<file path="src/rtl/reg_pkg.sv">
`default_nettype none
// ============================================================================
//  Module   : reg_pkg
//  Purpose  : Shared register-file constants, index type and the write-set
//             decode used by the scoreboard and the hazard/forwarding logic.
//  Contents : NUM_REGS, IDX_W, REG_ZERO, REG_LINK, regidx_t, write_set()
//  Revision : 1.0  initial release
// ============================================================================
package reg_pkg;

  localparam int NUM_REGS = 32;
  localparam int IDX_W    = 5;
  localparam int REG_ZERO = 0;
  localparam int REG_LINK = 31;

  typedef logic [IDX_W-1:0] regidx_t;

  // One-hot-or-two mask of registers written by one instruction.
  // r0 is never part of the set; dest==r31 together with link collapses
  // into a single write because both land on the same bit.
  function automatic logic [NUM_REGS-1:0] write_set(
    input logic    wr,
    input regidx_t dest,
    input logic    link
  );
    logic [NUM_REGS-1:0] s;
    s = '0;
    if (wr && (dest != regidx_t'(REG_ZERO))) begin
      s[dest] = 1'b1;
    end
    if (link) begin
      s[REG_LINK] = 1'b1;
    end
    return s;
  endfunction

endpackage : reg_pkg
`default_nettype wire

</file>
<file path="src/rtl/reg_scoreboard_sb_counter.sv">
`default_nettype none
// ============================================================================
//  Module   : sb_counter
//  Purpose  : In-flight write counter for one architectural register.
//  Ports    : clk, rst        clock / async active-high reset
//             inc             an accepted issue targets this register
//             dec             write-back targets this register
//             clr             synchronous clear (flush), overrides inc/dec
//             count           current number of writes in flight
//             nonzero         count != 0
//             full            count == MAX_INFLIGHT
//             underflow       write-back arrived with nothing in flight
//  Revision : 1.0  initial release
// ============================================================================
module sb_counter #(
  parameter int CNT_W        = 2,
  parameter int MAX_INFLIGHT = 3
) (
  input  logic             clk,
  input  logic             rst,
  input  logic             inc,
  input  logic             dec,
  input  logic             clr,
  output logic [CNT_W-1:0] count,
  output logic             nonzero,
  output logic             full,
  output logic             underflow
);

  logic [CNT_W-1:0] r_count;
  logic             w_zero;

  assign w_zero = (r_count == '0);

  // The issue side never increments a full counter (the top stalls it), so
  // no overflow guard is needed on the increment path.
  always_ff @(posedge clk or posedge rst) begin
    if (rst) begin
      r_count <= '0;
    end else if (clr) begin
      r_count <= '0;
    end else if (inc && !dec) begin
      r_count <= r_count + CNT_W'(1);
    end else if (dec && !inc && !w_zero) begin
      r_count <= r_count - CNT_W'(1);
    end
  end

  assign count     = r_count;
  assign nonzero   = !w_zero;
  assign full      = (r_count == CNT_W'(MAX_INFLIGHT));
  // A simultaneous issue absorbs the write-back, so that case is not an error.
  assign underflow = dec && !inc && w_zero;

endmodule : sb_counter
`default_nettype wire

</file>
<file path="src/rtl/reg_scoreboard.sv">
`default_nettype none
// ============================================================================
//  Module   : reg_scoreboard
//  Purpose  : Read-side hazard guard for the 32x32 register file. Counts
//             issued-but-not-written-back writes per destination register and
//             stalls decode when a source operand would read stale data.
//  Ports    : clk, rst                      clock / async active-high reset
//             issue_valid/wr/dest/link      instruction presented by decode
//             use_rs/src_rs, use_rt/src_rt  source operands read by it
//             wb_valid/wb_dest/wb_link      write-back stage writes
//             flush                         synchronous clear of all counts
//             stall                         issue not accepted this cycle
//             busy_rs/busy_rt               source has a pending write
//             pending_mask                  bit i = register i in flight
//             err_underflow                 sticky write-back-without-issue
//  Revision : 1.0  initial release
// ============================================================================
module reg_scoreboard #(
  parameter int NUM_REGS     = reg_pkg::NUM_REGS,
  parameter int IDX_W        = reg_pkg::IDX_W,
  parameter int CNT_W        = 2,
  // Must not exceed 2**CNT_W-1 or the counter would wrap.
  parameter int MAX_INFLIGHT = 3
) (
  input  logic                clk,
  input  logic                rst,
  input  logic                issue_valid,
  input  logic                issue_wr,
  input  logic [IDX_W-1:0]    issue_dest,
  input  logic                issue_link,
  input  logic                use_rs,
  input  logic [IDX_W-1:0]    src_rs,
  input  logic                use_rt,
  input  logic [IDX_W-1:0]    src_rt,
  input  logic                wb_valid,
  input  logic [IDX_W-1:0]    wb_dest,
  input  logic                wb_link,
  input  logic                flush,
  output logic                stall,
  output logic                busy_rs,
  output logic                busy_rt,
  output logic [NUM_REGS-1:0] pending_mask,
  output logic                err_underflow
);

  import reg_pkg::*;

  logic [NUM_REGS-1:0] w_iss_set;
  logic [NUM_REGS-1:0] w_wb_set;
  logic [NUM_REGS-1:0] w_nonzero;
  logic [NUM_REGS-1:0] w_full;
  logic [NUM_REGS-1:0] w_unf;
  logic [CNT_W-1:0]    w_cnt [NUM_REGS];
  logic                w_sat;
  logic                w_accept;
  logic                w_unused;
  logic                r_err;

  assign w_iss_set = write_set(issue_wr, regidx_t'(issue_dest), issue_link);
  assign w_wb_set  = write_set(wb_valid, regidx_t'(wb_dest), wb_link);

  // r0 is hard-wired: never pending, never full, never underflows.
  assign w_cnt[0]     = '0;
  assign w_nonzero[0] = 1'b0;
  assign w_full[0]    = 1'b0;
  assign w_unf[0]     = 1'b0;

  // Bit 0 of the write-back set is always clear by construction.
  assign w_unused = ^{w_wb_set[0], 1'b0};

  generate
    for (genvar gi = 1; gi < NUM_REGS; gi++) begin : g_cnt
      sb_counter #(
        .CNT_W        (CNT_W),
        .MAX_INFLIGHT (MAX_INFLIGHT)
      ) u_cnt (
        .clk       (clk),
        .rst       (rst),
        .inc       (w_accept & w_iss_set[gi]),
        .dec       (w_wb_set[gi]),
        .clr       (flush),
        .count     (w_cnt[gi]),
        .nonzero   (w_nonzero[gi]),
        .full      (w_full[gi]),
        .underflow (w_unf[gi])
      );
    end
  endgenerate

  // No bypass: a register being written back this cycle still reads busy,
  // because the counter only drops at the clock edge.
  assign busy_rs = use_rs & (w_cnt[src_rs] != '0);
  assign busy_rt = use_rt & (w_cnt[src_rt] != '0);

  // A same-cycle write-back to a full register does not make room; the
  // decision uses registered counts only.
  assign w_sat    = |(w_iss_set & w_full);
  assign stall    = issue_valid & (busy_rs | busy_rt | w_sat);
  assign w_accept = issue_valid & ~stall;

  // Sticky until reset; flush intentionally leaves it alone.
  always_ff @(posedge clk or posedge rst) begin
    if (rst) begin
      r_err <= 1'b0;
    end else if (|w_unf) begin
      r_err <= 1'b1;
    end
  end

  assign pending_mask  = w_nonzero;
  assign err_underflow = r_err;

endmodule : reg_scoreboard
`default_nettype wire

</file>
<file path="config.mk">
export PLATFORM = sky130hd
export DESIGN_NAME = reg_scoreboard
export DESIGN_NICKNAME = d
export VERILOG_FILES = /design/src/rtl/reg_pkg.sv /design/src/rtl/reg_scoreboard_sb_counter.sv /design/src/rtl/reg_scoreboard.sv
export SDC_FILE = /design/constraint.sdc
export NUM_CORES = 1
export LEC_CHECK = 0
export ABC_AREA = 0
export CAP_MARGIN = 20
export CORE_MARGIN = 2
export CORE_UTILIZATION = 30
export DETAILED_ROUTE_END_ITERATION = 7
export PLACE_DENSITY = 0.58
export SYNTH_ARGS = -nofsm -noshare
export SYNTH_HDL_FRONTEND = slang
export SYNTH_SLANG_ARGS = --single-unit
</file>
<file path="constraint.sdc">
create_clock -name clk -period 4.7 [get_ports clk]
set_input_delay 1.41 -clock clk [delete_from_list [all_inputs] [get_ports clk]]
set_output_delay 1.41 -clock clk [all_outputs]
set_load 0.03 [all_outputs]
</file>
==> reports/results.md, run 1 <==
| Step | Result | Value |
|:---|:---|:---|
| routing | DRT iter0 DRCs | 644 |
| synthesis | Async set or reset register ratio after synthesis | 100% |
| sta | Slew Viols, Final | 0 |
| routing | Drt total wl | 22,500 um |
| critical path | Max incr delay on CP | 310 ps |
| place | Gpl congestion | 0.950 |
| routing | Residual DRC | 0 |
| die | Total die area | 19,700 um^2 |
| die | I/O Pins | 66 |
| layout | Share of post-route cells with drive strength above 1 | 23.9% |
| die | Area of the placeable core | 18,100 um^2 |
| place | Post-Place Worst Slack | -493 ps |
| global route | GR Overflow Total | 0 |
| synthesis | Number of enable-type register cells in the synthesized netlist | 0 |
| sta | Number of failing setup endpoints in the final timing report | 0 |
| layout | Number of inserted filler cells in the final layout | 1,819 |
| synthesis | Sequential area share after synthesis | 28.3% |
| synthesis | Number of nets produced by synthesis | 755 |
| cts | Clock tree from TritonCTS | built |
| global route | Largest net degree at the start of global routing | 44 |
| critical path | Most Frequent Cell on Critical Path | buf_6 |
| cts | Clock buffers created by TritonCTS | 9 |
| cts | Number of hold buffers added after CTS | 0 |
| critical path | Worst Setup End Kind | output port |
| sta | Worst-margin pin slew | 911 ps |
| die | Effective utilization at floorplan | 30.8% |
| sta | Worst slew slack as a fraction of its limit | 38.5% |
| die | Die Y-Extent | 140 um |
| synthesis | Seq cells post-synth | 63 |
| power | Leak | 0.00325 uW |
| die | Width of the chip | 140 um |
| cts | H-tree levels | 3 |
| global route | Total global-route track usage | 23.0% |
| routing | Wirelength per Cell | 20.6 um |
| critical path | Master of the slowest instance on the critical path | or2_2 |
| place | Post-detailed-placement half-perimeter wirelength | 17,300 um |
| cts | Clock insertion delay at the later pin of the skew report | 350 ps |
| power | Switching share of total power | 28.2% |
| layout | Area growth syn-to-layout | 35.5% |
| synthesis | Post-Synthesis Cell Area | 5570 um^2 |
| critical path | Data arrival time of the critical path | 3270 ps |
| critical path | Data required, critical path | 3290 ps |
| synthesis | Predominant post-synthesis flop cell | dfrtp_1 |
| synthesis | Cell count after synthesis | 725 |
| layout | Layout Utilization | 41.7% |
| synthesis | Area fraction of the dominant cell type after synthesis | 28.3% |
| critical path | Largest driver fanout on the critical path | 5 |
| sta | Worst Setup Slack, final | 18.3 ps |
| synthesis | Dominant cell type by area after synthesis | dfrtp_1 |
| cts | Max Buffers Root-to-Sink | 2 |
| sta | Final cycle utilization of the critical path | 99.6% |
| routing | Vias after detailed routing | 6,262 |
| layout | Final #Nets | 890 |
| sta | Highest clock rate | 214 MHz |
| sta | Minimum clock period after layout | 4680 ps |
| critical path | Kind of critical path | in2out |
| global route | Vias in the first global route | 5,907 |
| cts | CTS sink count | 63 |
| power | Net switching power | 440 uW |
| sta | Final hold violations | 0 |
| critical path | Setup crit start kind | input pin |
| cts | Clk pin slew, worst setup/hold paths | 50 ps |
| flow run | Total of max-cap violations | 0 |
| layout | Antenna Cells | 0 |
| synthesis | Number of warnings printed during yosys synthesis | 0 |
| global route | Global-route wire length before repair | 34,400 um |
| power | Worst ir drop on vdd | 0.166 mV |
| routing | Detail Route Antenna Nets | 0 |
| synthesis | Per-instance average area after synthesis | 7.68 um^2 |
| power | Power share of the sequential group | 35.5% |
| routing | Number of detailed-routing iterations run before antenna repair | 5 |
| synthesis | Netlist cell types | 77 |
| power | Combinational Power Share | 19.1% |
| die | Std-Cell Rows | 49 |
| run status | Outcome | completed |
| power | Cell Int Power | 1120 uW |
| hold path | Hold/Removal Path Class | reg2reg |
| place | Port-buffer cells | 64 |
| synthesis | Leading cell types by total area after synthesis | dfrtp_1 (28%), a21oi_1 (5.6%), nor2_1 (5.5%) |
| critical path | CP Cell Sequence | dlygate4sd2_1 > buf_6 > buf_4 > or2_2 > o221ai_2 > a22o_1 > a211oi_2 > o2111a_2 > a21oi_4 > buf_6 |
| global route | Initial antenna violation count | 0 |
| sta | Worst clock skew | 4.05 ps |
| cts | Master cell of the clock root buffer | clkbuf_16 |
| routing | Drt via density | 5.72 |
| power | Clock share of power | 45.4% |
| power | Power per unit of standard cell area | 207 nW/um^2 |
==> repair_timing <==
item                                    CTS  global route
setup buffers                             4             1
resized for setup                        47            21
gates cloned                              3             0
endpoints found under the setup margin    4             3
pin swaps                                19            13
==> metrics by stage <==
step | power [uW] | area (um^2) | setup TNS, ps | hold slack [ps] | cells
2_1_floorplan | 701 | 5600 | -107 | 482 | 725
3_3_place_gp | 839 | 6990 | -2150 | 514 | 1070
3_5_place_dp | 839 | 6990 | -2750 | 518 | 1070
4_1_cts | 1560 | 7430 | 0 | 527 | 1093
5_1_grt | 1610 | 7540 | -10.0 | 586 | 1094
6_report | 1560 | 7540 | 0 | 528 | 1094
==> flip-flops by register name, indices dropped and copies added (netlist names) <==
name and count:
err_underflow 1, g_cnt.u_cnt.count 62
==> synthesized netlist by cell type (3+ instances only) <==
cell       number
nor2_1         82
dfrtp_1        63
a21oi_1        62
o21ai_0        59
nand2_1        49
a211oi_1       39
inv_1          36
buf_4          33
nor3_1         28
and3_1         27
nand3_1        24
and2_1         17
clkbuf_1       15
nand2b_1       13
buf_2          11
nor2b_1        11
o21a_1         11
mux4_2         10
nor4_1          9
o211ai_1        7
a31oi_1         6
nand4_1         6
or2_2           6
nor3b_1         5
xnor2_1         5
a2111oi_0       4
a211o_1         4
nand3b_1        4
o22ai_1         4
xor2_1          4
mux2_2          3
nand4b_1        3
o311a_1         3
or2_0           3
or2_1           3
or3_1           3
==> routing by layer <==
| layer | share of wire (%) | track usage (%) | wire length, um | vias up |
|---|---|---|---|---|
| met3 | 8.2 | 5.23 | 1850 | 57 |
| met5 | 0 | 0 | 0 | - |
| met2 | 46 | 35.8 | 10300 | 326 |
| li1 | - | - | - | 2918 |
| met1 | 43 | 31.3 | 9670 | 2961 |
| met4 | 3.3 | 8.88 | 738 | 0 |
==> path summary, 6_finish.rpt <==
check                           slack [ps]  depth (start not counted)                            startpoint                              endpoint
min in group asynchronous             1260                          2                                   rst  g_cnt[11].u_cnt.count[1]$_DFFE_PP0P_
max in group asynchronous             2720                          4                                   rst  g_cnt[20].u_cnt.count[0]$_DFFE_PP0P_
worst min-delay path                   530                          1   g_cnt[4].u_cnt.count[0]$_DFFE_PP0P_   g_cnt[4].u_cnt.count[0]$_DFFE_PP0P_
worst max-delay path                    20                         10                         issue_dest[1]                                 stall
worst min register to register         530                          1   g_cnt[4].u_cnt.count[0]$_DFFE_PP0P_   g_cnt[4].u_cnt.count[0]$_DFFE_PP0P_
worst max register to register         800                         12  g_cnt[15].u_cnt.count[1]$_DFFE_PP0P_             err_underflow$_DFFE_PP0P_
==> power groups by stage <==
stage	Clock, uW	Sequential, uW	Combinational [uW]
after global placement	0	563	276
after floorplan	0	560	141
after CTS	722	554	286
after global routing	742	555	315
final	710	554	298
after detailed placement	0	563	276
==> layout by cell type (no fill, tap or decap), types with 10 or more instances in the layout <==
cell,count
clkdlybuf4s50_1,48
buf_4,112
a21oi_1,58
inv_1,32
nor2b_1,10
mux4_2,10
and2_1,17
nand2b_1,13
nor3_1,27
o21a_1,11
and3_1,27
a211oi_1,37
dfrtp_1,63
nand3_1,24
o21ai_0,59
nor2_1,80
nand2_1,49
==> critical path, delay by kind of cell <==
family	cells	cell delay (ps)
buffers and inverters	4	720
AO/OA/AOI/OAI	5	830
AND/OR/NAND/NOR	1	310
==> logic make-up after synthesis <==
| group | Yosys count | share of synthesized area, % |
|---|---|---|
| and+or+nand+nor | 308 | 28.8 |
| AOI/OAI and AO/OA | 231 | 27.3 |
| buffers and inverters | 98 | 9.10 |
| DFF | 63 | 28.3 |
| muxes | 15 | 5.01 |
| xor gates and xnor gates | 9 | 1.42 |
| other | 1 | 0.0673 |
==> area by class of cell <==
| type | count | area, um^2 | share of cell area [%] |
|---|---|---|---|
| multi-input cells | 564 | 3670 | 48.6 |
| flip-flops and latches | 63 | 1580 | 20.9 |
| repair buffers | 184 | 1560 | 20.6 |
| well taps | 229 | 287 | 3.80 |
| clock buffers | 13 | 270 | 3.58 |
| inverters | 38 | 148 | 1.96 |
| clock inverters | 3 | 40.0 | 0.531 |
Note: power is estimated with default switching activity, not from simulation.
==> run 2: changes to the inputs <==
--- a/config.mk
+++ b/config.mk
@@ -6,10 +6,10 @@
 export NUM_CORES = 1
 export LEC_CHECK = 0
 export ABC_AREA = 0
-export CAP_MARGIN = 20
 export CORE_MARGIN = 2
 export CORE_UTILIZATION = 30
 export DETAILED_ROUTE_END_ITERATION = 7
+export GPL_TIMING_DRIVEN = 0
 export PLACE_DENSITY = 0.58
 export SYNTH_ARGS = -nofsm -noshare
 export SYNTH_HDL_FRONTEND = slang
==> run 2 against run 1 <==
  * The run now ends with setup timing left
  * Cell area shrank 2.2%
  * Count of clock-buffer cells in the layout is the same
  * Flip-flop and latch count is the same
  * Via count grew 2.7%
  * Critical path depth is the same
  * Combinational power is essentially flat
  * Die area is the same
  * Non-clock buffer count shrank 28
  * Clock power is essentially flat
  * Core utilization shrank 0.91 points
  * Largest cell class unchanged
  * Largest power group unchanged
==> reports/results.md, run 2 (synthesis results as in run 1) <==
| Step | Result | Value | vs previous |
|:---|:---|:---|:---|
| run status | Outcome | finished with violations |  |
| run status | Failing checks | setup timing |  |
| critical path | Data arrival time of the critical path | 3400 ps | +130 ps |
| sta | Setup repair after global routing missed its margin | true |  |
| hold path | Hold/Removal Path Class | reg2reg |  |
| layout | Most frequent cells in the layout | nor2_1 (77), buf_4 (71), dfrtp_1 (63) |  |
| sta | Worst Setup Slack, final | -105 ps | -123 ps |
| routing | Number of detailed-routing iterations run before antenna repair | 7 | +2 |
| power | Power per unit of standard cell area | 212 nW/um^2 | +2.2% |
| layout | Final #Nets | 862 | -3.1% |
| die | Area of the placeable core | 18,100 um^2 | unchanged |
| cts | CTS sink count | 63 | unchanged |
| sta | Final hold violations | 0 | unchanged |
| routing | Wirelength per Cell | 22.0 um | +6.7% |
| routing | DRT iter0 DRCs | 860 | +34% |
| critical path | Worst Setup End Kind | output port |  |
| die | Width of the chip | 140 um | unchanged |
| layout | Share of post-route cells with drive strength above 1 | 21.3% | -2.7 points |
| place | Gpl congestion | 0.993 | +4.6% |
| layout | Cell area after layout | 7380 um^2 | -2.2% |
| routing | Vias after detailed routing | 6,428 | +2.7% |
| layout | Most common library cell in the layout ignoring fill and taps | nor2_1 |  |
| cts | Max Buffers Root-to-Sink | 2 | unchanged |
| sta | Worst slew slack as a fraction of its limit | 31.4% | -7.1 points |
| critical path | Kind of critical path | in2out |  |
| global route | Largest net degree at the start of global routing | 64 | +45% |
| place | Total placed cells including tap cells | 1,014 | -5.2% |
| die | Total die area | 19,700 um^2 | unchanged |
| cts | Master cell of the clock root buffer | clkbuf_16 |  |
| place | Port-buffer cells | 60 | -6.3% |
| sta | Post-route setup TNS | -176 ps | -176 ps |
| die | I/O Pins | 66 | unchanged |
| sta | Minimum clock period after layout | 4810 ps | +123 ps |
| global route | GR Overflow Total | 0 | unchanged |
| place | Post-detailed-placement half-perimeter wirelength | 16,500 um | -4.3% |
| global route | Initial antenna violation count | 0 | unchanged |
| layout | Area growth syn-to-layout | 32.5% |  |
| cts | Clock tree from TritonCTS | built |  |
| die | Effective utilization at floorplan | 30.8% | unchanged |
| cts | Clock insertion delay at the later pin of the skew report | 350 ps | about the same |
| cts | Clk pin slew, worst setup/hold paths | 50 ps | about the same |
| cts | H-tree levels | 3 | unchanged |
| layout | Layout Utilization | 40.8% | -0.91 points |
| cts | Clock buffers created by TritonCTS | 9 | unchanged |
| sta | Worst clock skew | 6.97 ps | +2.93 ps |
| routing | Drt total wl | 23,400 um | +3.9% |
| layout | Fin cells | 1,066 | -2.6% |
| sta | Final cycle utilization of the critical path | 102% | +2.6 points |
| sta | Slew Viols, Final | 0 | unchanged |
| global route | Global-route wire length before repair | 34,900 um | +1.6% |
| critical path | Setup crit start kind | input pin |  |
| die | Die Y-Extent | 140 um | unchanged |
| routing | Residual DRC | 0 | unchanged |
| die | Std-Cell Rows | 49 | unchanged |
| sta | Number of failing setup endpoints in the final timing report | 2 | +2 |
| critical path | Data required, critical path | 3290 ps | about the same |
| global route | Total global-route track usage | 23.7% | +0.62 points |
| place | Instance area after placement | 6490 um^2 | -7.1% |
| routing | Detail Route Antenna Nets | 0 | unchanged |
| flow run | Total of max-cap violations | 0 | unchanged |
| layout | Largest register FFs | 62 | unchanged |
| layout | Antenna Cells | 0 | unchanged |
| sta | Worst-margin pin slew | 1020 ps | +111 ps |
| power | Worst ir drop on vdd | 0.190 mV | +15% |
| critical path | Largest driver fanout on the critical path | 8 | +3 |
| global route | Vias in the first global route | 5,911 | +0.068% |
| sta | Post-Route Hold Slack | 525 ps | -2.41 ps |
| routing | Drt via density | 6.03 | +5.3% |
| sta | Highest clock rate | 208 MHz | -2.6% |
| power | Leak | 0.00313 uW | -4.0% |
[run 2: per-layer routing]
| metal | track usage, % | wire length (um) | up-vias |
|---|---|---|---|
| li1 | - | - | 2856 |
| met1 | 31.2 | 9570 | 3076 |
| met2 | 36.4 | 10300 | 392 |
| met3 | 5.57 | 2300 | 104 |
| met4 | 11.8 | 1240 | 0 |
| met5 | 0 | 0 | - |
[run 2: path summary, 6_finish.rpt]
path | depth (start not counted) | slack (ps) | from | to
setup reg to reg | 12 | 750 | g_cnt[15].u_cnt.count[1]$_DFFE_PP0P_ | err_underflow$_DFFE_PP0P_
max in group asynchronous | 2 | 2570 | rst | g_cnt[28].u_cnt.count[0]$_DFFE_PP0P_
hold / removal | 1 | 530 | g_cnt[4].u_cnt.count[0]$_DFFE_PP0P_ | g_cnt[4].u_cnt.count[0]$_DFFE_PP0P_
min in group asynchronous | 2 | 1590 | rst | g_cnt[15].u_cnt.count[0]$_DFFE_PP0P_
setup / recovery | 10 | -110 | issue_wr | stall
hold reg to reg | 1 | 530 | g_cnt[4].u_cnt.count[0]$_DFFE_PP0P_ | g_cnt[4].u_cnt.count[0]$_DFFE_PP0P_
[run 2: metrics by stage]
step / setup slack [ps] / power (uW)
after detailed placement: -1590 / 808
final: -105 / 1560
after floorplan: -107 / 701
after global placement: -1630 / 808
after global routing: -164 / 1610
after CTS: -90.6 / 1550
[run 2: area by class of cell]
| class | count | area (um^2) |
|---|---|---|
| Sequential cell | 63 | 1580 |
| Fill cell | 1821 | 10700 |
| Multi-Input combinational cell | 564 | 3720 |
| Clock buffer | 13 | 270 |
| Clock inverter | 3 | 40.0 |
| Inverter | 38 | 148 |
| Tap cell | 229 | 287 |
| Timing Repair Buffer | 97 | 892 |
| Buffer | 59 | 448 |
[run 2: critical path, cell delays in order]
cell and delay, ps:
clkdlybuf4s15_1 310, nand4bb_1 190, buf_4 200, o22ai_2 80, a22o_1 240, a211oi_2 320, o2111a_2 320, buf_8 110
a21oi_4 60, buf_6 140
[run 2: power breakdown]
group / internal, uW / switching (uW) / total (uW)
clock: 452 / 260 / 712
combinational: 111 / 185 / 296
sequential: 547 / 5.85 / 553
total: 1110 / 451 / 1560
[run 2: timing repair]
item / in CTS / in global routing
resized for setup: 95 / 27
gates cloned: 1 / 0
hold buffers: 0 / 0
setup buffers: 27 / 9
setup endpoints to repair: 39 / 17
pin swaps: 15 / 11
==> run 3: changes to the inputs <==
--- a/config.mk
+++ b/config.mk
@@ -10,6 +10,7 @@
 export CORE_UTILIZATION = 30
 export DETAILED_ROUTE_END_ITERATION = 7
 export GPL_TIMING_DRIVEN = 0
+export HOLD_SLACK_MARGIN = 0.02
 export PLACE_DENSITY = 0.58
 export SYNTH_ARGS = -nofsm -noshare
 export SYNTH_HDL_FRONTEND = slang
==> results of run 3 <==
No change in the layout: final DEF, timing and power equal those of run 2.
==> RTL edit 1, RTL diff (settings of run 3) <==
Make the reset (`rst`) synchronous in 2 clocked blocks. Comments in the files are not updated.
--- a/src/rtl/reg_scoreboard_sb_counter.sv
+++ b/src/rtl/reg_scoreboard_sb_counter.sv
@@ -36,3 +36,3 @@
   // no overflow guard is needed on the increment path.
-  always_ff @(posedge clk or posedge rst) begin
+  always_ff @(posedge clk) begin
     if (rst) begin
--- a/src/rtl/reg_scoreboard.sv
+++ b/src/rtl/reg_scoreboard.sv
@@ -101,3 +101,3 @@
   // Sticky until reset; flush intentionally leaves it alone.
-  always_ff @(posedge clk or posedge rst) begin
+  always_ff @(posedge clk) begin
     if (rst) begin
Formal check against the unedited RTL: differs if rst is asserted again (counterexample within 4 cycles, from zero or initial values and one cycle with rst high); with rst held inactive, the same outputs for 4 cycles.
==> RTL edit 1 against run 3 <==
Wire length decreased by 7.8%; critical path type unchanged; area after synthesis decreased by 6.9%; highest routed layer unchanged; maximum frequency increased by 2.3%; power decreased by 0.28%; worst setup slack improved by 0.11 ns; design area decreased by 7.0%; largest cell class unchanged; register-to-register slack about the same; sequential cell count unchanged.
==> RTL edit 1: results (changes against run 3) <==
Run status:
- The flow ran to the end, and the final reports show no timing, DRC or antenna violations.

Place:
- The final RePlAce weighted congestion came to 0.9982 (+0.49%).
- The standard cell area after detailed placement came to 6105 sq um (-6.0%).
- The HPWL after detailed placement is 15,730 microns (-4.9%).
- The number of I/O port buffers is 63 (+5.0%).

Finish:
- The number of fill cells in the layout is 1,790 (-1.7%).
- The multi-input gate share of total cell area is 51.26% (+0.86 points).
- The clock network contribution to total cell area was 4.738% (+0.53 points).
- The number of nets in the layout is 832 (-3.5%).
- The number of non-clock inverters came to 49 (+29%).
- The count of antenna diodes in the layout was 1 (+1).
- The final-layout non-clock buffer area share is 18.82% (+0.67 points).
- The fraction of layout cells with a size suffix above 1 was 21.81% (+0.54 points).

Clock tree:
- The post-cts resize count is 90 (-5.3%).
- The number of setup buffers added after CTS came to 18 (-33%).

GRT:
- The wire length of the first global-routing pass came to 31,920 microns (-8.6%).
- The initial antenna violation count came to 1 (+1).
- The fraction of met1 tracks used by global routing was 30.68% (-0.52 points).
- The global-route track usage on met3 is 5.387% (-0.19 points).
- The overall fraction of global-route tracks in use is 23.62% (-0.039 points).
- The number of global-route vias before repair is 5,375 (-9.1%).
- The largest net degree at the start of global routing is 11 (-83%).

Worst hold path:
- The critical hold path startpoint is g_cnt[4].u_cnt.count[1].
- The worst hold path stage count came to 2 (+1).

Pwr:
- The largest vdd supply drop is 175.7 uV (-7.7%).
- The fraction of power spent switching nets came to 27.81% (-1.1 points).
- The power consumed by combinational cells is 0.000262 W (-11%).
- The static leakage is 2.478 nW (-21%).
- The relative contribution of the clock network to total power is 48.6% (+3.0 points).

Synthesis:
- By count the netlist is led by sky130_fd_sc_hd__nor2_1, sky130_fd_sc_hd__dfxtp_1, sky130_fd_sc_hd__nor3_1, sky130_fd_sc_hd__nand2_1, sky130_fd_sc_hd__inv_1.
- The register area share after synthesis is 24.32% (-4.0 points).
- By area the synthesized netlist is led by sky130_fd_sc_hd__dfxtp_1, sky130_fd_sc_hd__a211oi_1, sky130_fd_sc_hd__nor3_1.
- The synthesized netlist net count is 737 (-2.4%).

Setup path:
- The stage delay of the slowest cell on the critical path is 0.38 ns (+0.06 ns).
- The critical register-to-register path startpoint is g_cnt[6].u_cnt.count[1].
- The peak fanout along the critical path is 5 (-3).
- Grouping stages by cell kind, the critical path spends the most delay in compound AO/OA/AOI/OAI gates.
- The origin of the worst setup path is src_rs[0].
- The critical path data arrival time is 3.29 ns (-0.11 ns).

Detailed routing:
- The routed metal-1 wire length is 9062 microns (-5.3%).
- The number of iterations in the first detailed-routing pass is 5 (-2).
- The final wirelength came to 21,590 microns (-7.8%).
- The violation count after the first detailed-routing iteration was 633 (-26%).
- The sum of met3 wire segment lengths after detailed routing is 2079 microns (-9.5%).
- The via density per instance is 5.768 (-4.4%).

Timing:
- The largest clock skew in the final design came to 0.007628 ns (+0.0006560 ns).
- The transition time of the tightest slew-check pin is 0.8563 ns (-0.1652 ns).
RTL edit 1: cells by family after synthesis:
group | after synthesis | share of synthesized area, %
AO/OA/AOI/OAI | 228 | 30.66
XOR/XNOR | 1 | 0.1689
buffers and inverters | 121 | 11.99
flip-flops | 63 | 24.32
multiplexers | 10 | 3.908
other | 1 | 0.07231
AND/OR/NAND/NOR | 283 | 28.88
RTL edit 1: path summary, 6_finish.rpt:
| check | endpoint | slack, ns |
|---|---|---|
| max | stall | 0.001 |
| min | g_cnt[4].u_cnt.count[1] | 0.50 |
| min reg2reg | g_cnt[4].u_cnt.count[1] | 0.50 |
| max reg2reg | err_underflow | 0.75 |
RTL edit 1: stage by stage:
stage	utilization [%]	worst slack, ns	instances	setup TNS [ns]
floorplan	-	0.1141	707	0
global placement	35.67	-1.372	995	-21.40
detailed placement	35.67	-1.268	995	-19.27
CTS	39.43	0.004535	1026	0
global route	40.10	-0.01873	1032	-0.01873
finish	40.12	0.001334	1033	0
==> RTL edit 2, RTL diff (settings of run 3) <==
Made on the original files. Change the package constant `IDX_W` from 5 to 4.
--- a/src/rtl/reg_pkg.sv
+++ b/src/rtl/reg_pkg.sv
@@ -11,3 +11,3 @@
   localparam int NUM_REGS = 32;
-  localparam int IDX_W    = 5;
+  localparam int IDX_W    = 4;
   localparam int REG_ZERO = 0;
Ports: changed (resized issue_dest, src_rs, src_rt and wb_dest); port bits go from 66 to 62. No check against the original RTL was run, so the function may have changed too.
==> RTL edit 2 against run 3 <==
First-iteration DRC count shrank 70%; design area shrank 46%; area after synthesis shrank 46%; worst setup slack gained 0.17 ns; sequential cell count shrank 30; cell count shrank 44%; sequential share of layout area shrank 0.55 points; sequential power shrank 47%; non-clock buffer count shrank 63; register-to-register slack gained 0.26 ns; power shrank 55%; wire length shrank 56%; die area shrank 45%.
==> RTL edit 2: results (changes against run 3) <==
Pwr:
- The power consumed by combinational cells was 0.000198 W (-33%).
- The relative contribution of the clock network to total power was 30.7% (-15 points).
- The net switching power figure was 0.0002361 W (-48%).
- The static leakage was 1.699 nW (-46%).
- The clock network power consumption was 0.000217 W (-70%).

Synthesis:
- The share of synthesized area spent on multiplexers is 2.624% (-2.4 points).
- Sorting the synthesized cells by area gives the leading types as sky130_fd_sc_hd__dfrtp_1, sky130_fd_sc_hd__buf_4, sky130_fd_sc_hd__a211oi_1.
- The number of distinct library cell variants in the gate-level netlist after synthesis came to 57 (-26%).
- The complex-gate fraction of the synthesized area is 27.32% (about the same).
- The register area share after synthesis is 27.49% (-0.82 points).
- The average cell area after synthesis is 7.644 sq um (-0.49%).

Clock tree:
- The clock latency on the worst-skew pair is 0.29 ns (-0.06 ns).
- The TritonCTS sink count is 33 (-48%).
- The CTS clock-pin slew for the worst setup and hold paths is 0.07 ns (+0.02 ns).
- The H-tree depth is 2 (-1).

Timing:
- The number of endpoints failing setup at the final stage is 0 (-2).
- The largest clock skew in the final design is 0.007026 ns (+0.00005418 ns).
- The transition time of the tightest slew-check pin was 1.088 ns (+0.06606 ns).

Finish:
- The number of standard cells in the layout, taps in and fillers out is 599 (-44%).
- The number of non-clock inverters was 18 (-53%).
- The number of nets in the layout is 491 (-43%).
- The final-layout non-clock buffer area share is 20.53% (+2.4 points).
- The sequential cell area is 825.8 sq um (-48%).
- The clock network contribution to total cell area was 2.081% (-2.1 points).
- The share of the core filled with cells in the final layout is 40.78% (about the same).
- The clock buffer count is 6 (-7).
- The flip-flop count of the largest register, all copies and words added is 32 (-48%).
- The total number of multi-input combinational cells is 314 (-44%).

Place:
- The pre-CTS setup slack is -1.503 ns (+0.08464 ns).
- The number of I/O port buffers came to 45 (-25%).
- The cell total after placement is 587 (-42%).

Setup path:
- The peak fanout along the critical path is 6 (-2).
- The stage delay of the slowest cell on the critical path is 0.48 ns (+0.16 ns).
- The critical path data arrival time is 3.23 ns (-0.17 ns).

Detailed routing:
- The average wire length per cell after detail routing is 17.21 microns (-22%).
- The violation count after the first detailed-routing iteration is 260 (-70%).

Run status:
- The run finished with clean final reports.

GRT:
- The number of global-route vias before repair is 3,123 (-47%).
- The wire length of the first global-routing pass is 16,360 microns (-53%).
- The overall fraction of global-route tracks in use is 18.88% (-4.8 points).
==> RTL edit 2: changes by cell type after synthesis, moves of 20 or more <==
| cell | before | now |
|---|---|---|
| sky130_fd_sc_hd__a21oi_1 | 62 | 28 |
| sky130_fd_sc_hd__nor2_1 | 82 | 35 |
| sky130_fd_sc_hd__o21ai_0 | 59 | 27 |
| sky130_fd_sc_hd__nand2_1 | 49 | 27 |
| sky130_fd_sc_hd__a211oi_1 | 39 | 19 |
| sky130_fd_sc_hd__dfrtp_1 | 63 | 33 |
==> RTL edit 2: path summary, 6_finish.rpt <==
kind / slack [ns] / cells past startpoint / end / start
max: 0.06 / 10 / stall / src_rs[0]
max reg2reg: 1.01 / 11 / err_underflow / g_cnt[15].u_cnt.count[0]
min in group asynchronous: 1.57 / 2 / g_cnt[14].u_cnt.count[1] / rst
max in group asynchronous: 2.57 / 3 / err_underflow / rst
min reg2reg: 0.60 / 2 / g_cnt[15].u_cnt.count[1] / g_cnt[15].u_cnt.count[1]
min: 0.60 / 2 / g_cnt[15].u_cnt.count[1] / g_cnt[15].u_cnt.count[1]
==> RTL edit 2: kinds of logic after synthesis <==
kind of cell / count (synthesis)
buffers and inverters: 61
xor gates and xnor gates: 3
and+or+nand+nor: 166
other: 1
muxes: 5
AOI/OAI and AO/OA: 124
DFF: 33
==> RTL edit 2: routing by layer <==
metal	share of wire [%]	global-route usage [%]	vias up	wire, microns
met2	46	29.65	140	4719
met1	44	26.68	1564	4584
met3	8.6	3.321	10	886
li1	-	-	1560	-
met5	0	0	-	0
met4	1.2	5.116	0	120
==> RTL edit 2: what timing repair did <==
item                                    CTS  global route
pin swaps                                 6             3
setup buffers                             5             1
endpoints found under the setup margin    4             3
gates resized for setup                  49            19
